===== src/rtl/pwm_pkg.sv =====
// Shared types and constants for the PWM capture block.
// Optional glitch filter is selected with PWM_CAPTURE_GLITCH_FILTER_EN (see pwm_sync).
package pwm_pkg;

    typedef enum logic [1:0] {
        IDLE = 2'd0,
        HIGH = 2'd1,
        LOW  = 2'd2
    } pwm_state_e;

    localparam int unsigned DUTY_MAX = 255;

    // Clamp a count to the 8-bit compare range of a 256-clock PWM frame.
    function automatic logic [7:0] sat_duty(input logic [31:0] v);
        return (v > DUTY_MAX) ? 8'(DUTY_MAX) : v[7:0];
    endfunction

endpackage


===== src/rtl/pwm_sync.sv =====
// Input conditioning: synchronizer, optional 3-sample glitch filter, edge detector.
// Define PWM_CAPTURE_GLITCH_FILTER_EN to insert the filter between synchronizer and edge detector.
module pwm_sync #(
    parameter int unsigned SYNC_STAGES = 2
) (
    input  logic clk,
    input  logic rst,
    input  logic pwm_in,
    output logic level,
    output logic rise,
    output logic fall
);

    logic [SYNC_STAGES-1:0] sync_q;
    logic                   sync_lvl;
    logic                   prev_q;

    always_ff @(posedge clk or posedge rst) begin
        if (rst) begin
            sync_q <= '0;
        end else begin
            sync_q <= {sync_q[SYNC_STAGES-2:0], pwm_in};
        end
    end

    assign sync_lvl = sync_q[SYNC_STAGES-1];

`ifdef PWM_CAPTURE_GLITCH_FILTER_EN
    logic [1:0] hist_q;
    logic       filt_q;

    // Filtered level only moves once the current sample and the two before it agree.
    always_ff @(posedge clk or posedge rst) begin
        if (rst) begin
            hist_q <= '0;
            filt_q <= 1'b0;
        end else begin
            hist_q <= {hist_q[0], sync_lvl};
            if ((sync_lvl == hist_q[0]) && (hist_q[0] == hist_q[1])) begin
                filt_q <= sync_lvl;
            end
        end
    end

    assign level = filt_q;
`else
    assign level = sync_lvl;
`endif

    always_ff @(posedge clk or posedge rst) begin
        if (rst) begin
            prev_q <= 1'b0;
        end else begin
            prev_q <= level;
        end
    end

    assign rise = level & ~prev_q;
    assign fall = ~level & prev_q;

endmodule


===== src/rtl/pwm_capture.sv =====
// PWM decoder: measures high time and period of an asynchronous input, flags stuck levels.
// Build option PWM_CAPTURE_GLITCH_FILTER_EN enables the input glitch filter in pwm_sync.
module pwm_capture
    import pwm_pkg::*;
#(
    parameter int unsigned SYNC_STAGES = 2,
    parameter int unsigned CNT_W       = 16,
    parameter int unsigned TIMEOUT     = 1024
) (
    input  logic             clk,
    input  logic             rst,
    input  logic             pwm_in,
    output logic [CNT_W-1:0] high_time,
    output logic [CNT_W-1:0] period,
    output logic [7:0]       duty8,
    output logic             valid,
    output logic             stuck_hi,
    output logic             stuck_lo
);

    localparam logic [CNT_W-1:0] TMO = CNT_W'(TIMEOUT);
    localparam logic [CNT_W-1:0] ONE = CNT_W'(1);

    logic level, rise, fall;

    pwm_sync #(
        .SYNC_STAGES(SYNC_STAGES)
    ) u_sync (
        .clk   (clk),
        .rst   (rst),
        .pwm_in(pwm_in),
        .level (level),
        .rise  (rise),
        .fall  (fall)
    );

    pwm_state_e       state_q, state_d;
    logic [CNT_W-1:0] hi_q, hi_d;
    logic [CNT_W-1:0] per_q, per_d;
    logic [CNT_W-1:0] tmo_q, tmo_d;
    logic [CNT_W-1:0] high_time_q, high_time_d;
    logic [CNT_W-1:0] period_q, period_d;
    logic [7:0]       duty8_q, duty8_d;
    logic             valid_q, valid_d;
    logic             stuck_hi_q, stuck_hi_d;
    logic             stuck_lo_q, stuck_lo_d;
    logic             timeout;

    function automatic logic [CNT_W-1:0] sat_inc(input logic [CNT_W-1:0] v);
        return (v >= TMO) ? TMO : v + ONE;
    endfunction

    always_ff @(posedge clk or posedge rst) begin
        if (rst) begin
            state_q     <= IDLE;
            hi_q        <= '0;
            per_q       <= '0;
            tmo_q       <= '0;
            high_time_q <= '0;
            period_q    <= '0;
            duty8_q     <= '0;
            valid_q     <= 1'b0;
            stuck_hi_q  <= 1'b0;
            stuck_lo_q  <= 1'b0;
        end else begin
            state_q     <= state_d;
            hi_q        <= hi_d;
            per_q       <= per_d;
            tmo_q       <= tmo_d;
            high_time_q <= high_time_d;
            period_q    <= period_d;
            duty8_q     <= duty8_d;
            valid_q     <= valid_d;
            stuck_hi_q  <= stuck_hi_d;
            stuck_lo_q  <= stuck_lo_d;
        end
    end

    // An edge in the same cycle always beats the timeout.
    assign timeout = (tmo_q == TMO) && !rise && !fall;

    always_comb begin
        state_d     = state_q;
        hi_d        = hi_q;
        per_d       = per_q;
        tmo_d       = (rise || fall) ? ONE : sat_inc(tmo_q);
        high_time_d = high_time_q;
        period_d    = period_q;
        duty8_d     = duty8_q;
        valid_d     = 1'b0;
        stuck_hi_d  = stuck_hi_q;
        stuck_lo_d  = stuck_lo_q;

        unique case (state_q)
            IDLE: begin
                if (rise) begin
                    state_d = HIGH;
                    hi_d    = ONE;
                    per_d   = ONE;
                // Only a low input may be reported stuck low from IDLE.
                end else if (timeout && !stuck_lo_q && !level) begin
                    high_time_d = '0;
                    period_d    = TMO;
                    duty8_d     = 8'd0;
                    stuck_hi_d  = 1'b0;
                    stuck_lo_d  = 1'b1;
                    valid_d     = 1'b1;
                    tmo_d       = '0;
                end
            end
            HIGH: begin
                if (fall) begin
                    state_d = LOW;
                    per_d   = sat_inc(per_q);
                end else if (timeout) begin
                    state_d     = IDLE;
                    high_time_d = TMO;
                    period_d    = TMO;
                    duty8_d     = 8'(DUTY_MAX);
                    stuck_hi_d  = 1'b1;
                    stuck_lo_d  = 1'b0;
                    valid_d     = 1'b1;
                    tmo_d       = '0;
                end else begin
                    hi_d  = sat_inc(hi_q);
                    per_d = sat_inc(per_q);
                end
            end
            LOW: begin
                if (rise) begin
                    state_d     = HIGH;
                    high_time_d = hi_q;
                    period_d    = per_q;
                    duty8_d     = sat_duty(32'(hi_q));
                    stuck_hi_d  = 1'b0;
                    stuck_lo_d  = 1'b0;
                    valid_d     = 1'b1;
                    hi_d        = ONE;
                    per_d       = ONE;
                end else if (timeout) begin
                    state_d     = IDLE;
                    high_time_d = '0;
                    period_d    = TMO;
                    duty8_d     = 8'd0;
                    stuck_hi_d  = 1'b0;
                    stuck_lo_d  = 1'b1;
                    valid_d     = 1'b1;
                    tmo_d       = '0;
                end else begin
                    per_d = sat_inc(per_q);
                end
            end
            default: state_d = IDLE;
        endcase
    end

    assign high_time = high_time_q;
    assign period    = period_q;
    assign duty8     = duty8_q;
    assign valid     = valid_q;
    assign stuck_hi  = stuck_hi_q;
    assign stuck_lo  = stuck_lo_q;

endmodule

===== config.mk =====
export PLATFORM = sky130hd
export DESIGN_NAME = pwm_capture
export DESIGN_NICKNAME = d
export VERILOG_FILES = /design/src/rtl/pwm_pkg.sv /design/src/rtl/pwm_sync.sv /design/src/rtl/pwm_capture.sv
export SDC_FILE = /design/constraint.sdc
export NUM_CORES = 1
export LEC_CHECK = 0
export ABC_AREA = 0
export ABC_CLOCK_PERIOD_IN_PS = 3850
export CAP_MARGIN = 20
export CORE_MARGIN = 4
export CORE_UTILIZATION = 39
export CTS_CLUSTER_SIZE = 12
export DETAILED_ROUTE_END_ITERATION = 6
export PLACE_DENSITY = 0.55
export SYNTH_ARGS = -nofsm -noshare
export SYNTH_HDL_FRONTEND = slang
export SYNTH_SLANG_ARGS = --single-unit

===== constraint.sdc =====
create_clock -name clk -period 3.85 [get_ports clk]
set_clock_uncertainty 0.2 [all_clocks]
set_input_delay 0.77 -clock clk [delete_from_list [all_inputs] [get_ports clk]]
set_output_delay 0.77 -clock clk [all_outputs]
set_load 0.02 [all_outputs]

==> impl_metrics.tcl, run 1 <==
set metrics [dict create \
    syn_avg_cell_area_um2 10.22 \
    postCtsHoldBufs 0 \
    seqCellArea_um2 2402 \
    fin_crit_sh_pct 75.21 \
    synth-async-reset-ratio_pct 100.0 \
    dr_total_vias 3500 \
    synthXorXnorAreaFrac_pct 1.494 \
    detailedPlace.worstSlack_ns 0.9436 \
    setup_ws_ns 0.9544 \
    critPathArrivalTime_ns 2.92 \
    worst-slew-pin-transition_ns 1.080 \
    yosysSeqAreaShare_pct 51.23 \
    fp.dieW_um 117.7 \
    boundaryPins 46 \
    drtAntennaViolNets 0 \
    min_path_type "reg2reg" \
    final_area_um2 5624 \
    clock_sinks 96 \
    cap_violations 0 \
    pwr_density_cell_nw_per_um2 617.4 \
    first_pass_iters 4 \
    multiInputGateArea_um2 2102 \
    synthFlopType "dfrtp_1" \
    ys_ff_latch 96 \
    overflow 0 \
    first_iter_violations 263 \
    core_um2 11610 \
    peakVddDrop_mv 0.2461 \
    worstHoldPathCells 0 \
    ff2ff_setup_slack_ns 0.95 \
    tns_ns 0 \
    antenna_found_initial 0 \
    synth_edf_count 0 \
    worstHoldStart "u_sync.sync_q[0]" \
    power_leakage_uw 0.002528 \
    final_max_slew_viol_count 0 \
    cts_buffers 9 \
    fillers 1085 \
    cts_setup_buffers 0 \
    synth-simple-area-share_pct 18.06 \
    clk_path_buf_depth 2 \
    hold_viol_final 0 \
    post-route-min-period_ns 2.896 \
    cts_resized 0 \
    grt_pass1_wl_um 17520 \
    synth_area_um2 4689 \
    dpl_cell_area_um2 5301 \
    fmax_mhz 345.3 \
    yosysMostFrequentCell "dfrtp_1" \
    ff2ff_path_depth 6 \
    io_buffers 45 \
    synth.area.mux_share_pct 6.350 \
    end_kind "flip-flop" \
    startpoint_type "flip-flop" \
    gp_congestion 0.8028 \
    insertion_delay_ns 0.34 \
    routed_via_density 5.344 \
    synth_warnings 0 \
    synth_top_family_by_area "simple AND/OR/NAND/NOR gates" \
    report.final.setup_viol 0 \
    critPathRequiredTime_ns 3.88 \
    drc 0 \
    hpwl_um 6988 \
    synthTopCellsByArea "dfrtp_1 51%, nand2_1 4.3%, mux2i_1 3.6%" \
    synth_top_area_share_pct 51.23 \
    diodes 0 \
    relSlewSlack_pct 27.85 \
    wl_per_cell_um 15.75 \
    clk_pin_slew_ns 0.06 \
    r2r_end "duty8[6]" \
    synth_fa_ha_area_share_pct 3.202 \
    yosys.area.top_type "dfrtp_1" \
    worst-setup-path-type "reg2reg" \
    worst_hold_slack_ns 0.1692 \
    wirelength_um 10320 \
    htreeDepth 3 \
    start_util_pct 40.38 \
    fp.dieH_um 117.7 \
    synth_commonest_cells "96 x dfrtp_1, 54 x nand2_1, 35 x inv_1, 35 x nor2_1, 21 x nand3_1" \
    row_count 39 \
    design.die.area_um2 13840 \
    cts_tree "built" \
    root_buffer "clkbuf_16" \
    grt_pass1_vias 3439 \
    grt_use_total_pct 15.42 \
    holdPathEnd "u_sync.sync_q[1]" \
    area_growth_pct 19.93 \
    grt_max_degree 97 \
    reg2reg_from "state_q[0]" \
    crit_fanout 26 \
    drive_gt1_share_pct 8.008 \
    synth_cells 459 \
    synth_compound_area_share_pct 15.15 \
    synthDistinctLibCells 58 \
    grt_setup_unrepaired "no" \
    nets 522 \
    status "finished clean" \
]
kinds of logic after synthesis:
kind of cell,count (synthesis)
other cells,1
flops,96
compound gates,97
xor+xnor,8
fa+ha+maj,12
simple gates,167
buf+inv,51
mux,27
how the worst max path moves through the flow:
stage	startpoint	endpoint	slack (ns)	cells after the start
2_1_floorplan	rst	duty8[0]	0.37	1
3_3_place_gp	state_q[0]	high_time[10]	1.06	6
3_5_place_dp	state_q[0]	duty8[6]	0.94	6
4_1_cts	state_q[0]	duty8[6]	0.93	6
5_1_grt	state_q[0]	duty8[6]	0.75	6
6_report	state_q[0]	duty8[6]	0.95	6
metrics by stage:
stage | total power [uW] | std cells | utilization (%)
6_report | 3472 | 655 | 48.43
5_1_grt | 3682 | 655 | 48.43
4_1_cts | 3503 | 654 | 48.36
3_5_place_dp | 2538 | 638 | 45.65
3_3_place_gp | 2515 | 638 | 45.65
2_1_floorplan | 2163 | 463 | -
flip-flops by register name (all words and copies together), names as in the netlist:
register	count
period	16
u_sync.sync_q	2
state_q	2
hi_q	16
stuck_hi	1
per_q	16
tmo_q	16
duty8	8
u_sync.prev_q	1
valid	1
high_time	16
stuck_lo	1
metal layers:
layer / wire [um] / part of all wire [%] / vias up / GRT usage, %
met4: 189 / 1.8 / 0 / 6.740
met5: 0 / 0 / - / 0
li1: - / - / 1712 / -
met1: 5074 / 49 / 1703 / 21.11
met2: 4556 / 44 / 73 / 23.46
met3: 495 / 4.8 / 12 / 3.508
worst max-delay path, cell delays in order (launching register included):
cell and delay, ns:
dfrtp_1 0.42, inv_1 0.13, ha_1 0.27, nor2b_1 0.30, nor2_1 0.15, a21oi_4 0.88
mux2_2 0.42
placed cells by master, fill, tap and decap left out, drive strengths merged, types with 3 or more instances in the layout:
| master | n |
|---|---|
| a2111oi | 3 |
| clkdlybuf4s50 | 45 |
| mux2 | 10 |
| buf | 4 |
| nand2b | 3 |
| o211ai | 6 |
| clkbuf | 13 |
| xnor2 | 3 |
| o21ai | 21 |
| nand2 | 55 |
| and3 | 3 |
| xor2 | 5 |
| nor2b | 4 |
| nand4 | 6 |
| or4 | 4 |
| o21a | 5 |
| a31oi | 5 |
| o31ai | 4 |
| dfrtp | 96 |
| nor4 | 8 |
| nor3 | 8 |
| mux2i | 17 |
| ha | 12 |
| a21oi | 16 |
| inv | 34 |
| nor2 | 35 |
| a22o | 17 |
| conb | 5 |
| and2 | 11 |
| nand3 | 21 |
| or2 | 3 |
where the power goes:
| group | leakage [uW] | internal, uW | switching (uW) |
|---|---|---|---|
| clock network | 0.000154 | 587 | 369 |
| registers | 0.00130 | 1120 | 108 |
| logic | 0.00107 | 490 | 799 |
| total | 0.00253 | 2200 | 1280 |
final cells by class:
| cell class | count | share of cell area [%] |
|---|---|---|
| multi-input cells | 316 | 37.37 |
| well taps | 143 | 3.181 |
| clock inverters | 3 | 1.157 |
| clock buffers | 13 | 4.449 |
| flip-flops and latches | 96 | 42.71 |
| inverters | 35 | 2.358 |
| repair buffers | 49 | 8.765 |
(Power assumes the default switching activity.)
==> run 2, diff against run 1 <==
Settings changed: ABC_CLOCK_PERIOD_IN_PS 3850 to 2800.
Clock period 3.85 ns to 2.8 ns, I/O delays scaled along.
==> run 2 against run 1 <==
Clock power is 16% higher. Non-clock buffer count grew 12. Critical path type unchanged. Power up 36%. Critical path depth up 2. Global-route usage about the same. Via count rose by 2.3%.
==> impl_metrics.tcl, run 2 (synthesis gave the netlist of run 1 again) <==
set metrics [dict create \
    worst-slew-pin-transition_ns 1.073 \
    routed_via_density 5.378 \
    relSlewSlack_pct 28.47 \
    peakVddDrop_mv 0.3389 \
    wl_per_cell_um 15.73 \
    final_max_slew_viol_count 0 \
    cts_tree "built" \
    min_path_type "reg2reg" \
    diodes 0 \
    critPathArrivalTime_ns 2.65 \
    first_pass_iters 5 \
    wirelength_um 10470 \
    insertion_delay_ns 0.33 \
    ff2ff_path_depth 8 \
    io_buffers 45 \
    drc 0 \
    grt_pass1_vias 3515 \
    r2r_end "hi_q[3]" \
    report.final.setup_viol 0 \
    status "finished clean" \
    layout_commonest_cell "dfrtp_1" \
    root_buffer "clkbuf_16" \
    gp_congestion 0.8440 \
    nets 535 \
    start_util_pct 40.38 \
    fp.dieH_um 117.7 \
    grt_max_degree 40 \
    multiInputGateArea_um2 2117 \
    dr_total_vias 3582 \
    clock_sinks 96 \
    drtAntennaViolNets 0 \
    hpwl_um 7287 \
    drive_gt1_share_pct 10.33 \
    end_kind "flip-flop" \
    seqCellArea_um2 2402 \
    boundaryPins 46 \
    crit_end "hi_q[3]" \
    tns_ns 0 \
    fillers 1092 \
    hold_viol_final 0 \
    row_count 39 \
    clk_path_buf_depth 2 \
    cap_violations 0 \
    grt_setup_unrepaired "no" \
    worst-setup-path-type "reg2reg" \
    postCtsHoldBufs 0 \
    post-route-min-period_ns 2.594 \
    area_growth_pct 21.37 \
    cts_buffers 9 \
    fin_crit_sh_pct 92.64 \
    grt_pass1_wl_um 17670 \
    core_um2 11610 \
    clk_pin_slew_ns 0.06 \
    antenna_found_initial 0 \
    fmax_mhz 385.5 \
    crit_fanout 9 \
    overflow 0 \
    detailedPlace.worstSlack_ns 0.07221 \
    grt_use_total_pct 15.45 \
    startpoint_type "flip-flop" \
    fp.dieW_um 117.7 \
    critPathRequiredTime_ns 2.86 \
    design.die.area_um2 13840 \
    power_leakage_uw 0.002568 \
    crit_start "u_sync.prev_q" \
    ff2ff_setup_slack_ns 0.21 \
    setup_ws_ns 0.2062 \
    first_iter_violations 270 \
    htreeDepth 3 \
    reg2reg_from "u_sync.prev_q" \
    pwr_density_cell_nw_per_um2 829.1 \
    final_cell_mix "96 x dfrtp_1, 54 x nand2_1, 45 x clkdlybuf4s50_1" \
]
## run 2: where the power goes
group / switching, uW / internal [uW]
logic: 1170 / 753
clock network: 497 / 615
registers: 145 / 1540
total: 1810 / 2910
## run 2: worst min-delay path by stage
stage                     start               end  slack (ns)  depth (start not counted)
2_1_floorplan  u_sync.sync_q[0]  u_sync.sync_q[1]        0.13                          0
3_3_place_gp   u_sync.sync_q[0]  u_sync.sync_q[1]        0.14                          0
3_5_place_dp   u_sync.sync_q[0]  u_sync.sync_q[1]        0.14                          0
4_1_cts        u_sync.sync_q[0]  u_sync.sync_q[1]        0.15                          0
5_1_grt        u_sync.sync_q[0]  u_sync.sync_q[1]        0.16                          0
6_report       u_sync.sync_q[0]  u_sync.sync_q[1]        0.15                          0
## run 2: critical path, cell delays in order, from the launching register on
cell	delay, ns
dfrtp_1	0.38
inv_1	0.05
ha_1	0.35
nor4bb_4	0.10
and2_4	0.17
a311o_1	0.47
buf_4	0.20
or4_1	0.50
o211ai_1	0.10
## run 2: per-stage QoR
step,power [uW],instance area (um^2),hold slack [ns],utilization (%),cells
2_1_floorplan,2974,4708,0.1312,-,463
3_3_place_gp,3561,5414,0.1425,46.62,651
3_5_place_dp,3582,5414,0.1363,46.62,651
4_1_cts,4706,5677,0.1501,48.88,665
5_1_grt,5023,5692,0.1593,49.01,666
6_report,4719,5692,0.1492,49.01,666
## run 2: routing by layer
metal  vias to the layer above  wire [um]  global-route usage (%)
met3                         9        414                   3.027
met5                         -          0                       0
met1                      1753       5180                   21.44
li1                       1740          -                       -
met4                         0        161                   5.714
met2                        80       4717                   24.04
## run 2: timing repair
item	in CTS	in global routing
setup buffers	0	0
setup endpoints to repair	0	21
hold endpoints to repair	0	0
gates resized for setup	0	1
## run 2: area by class of cell
cell class / instances / area share [%]
clock buffers: 11 / 4.265
clock inverters: 3 / 0.3517
inverters: 35 / 2.374
multi-input cells: 317 / 37.19
flip-flops and latches: 96 / 42.21
well taps: 143 / 3.144
repair buffers: 61 / 10.46
==> run 3, diff against run 2 <==
Settings changed: HOLD_SLACK_MARGIN from default to 0.06.
==> results of run 3 <==
The final DEF is identical to that of run 2; final timing and power are the same.
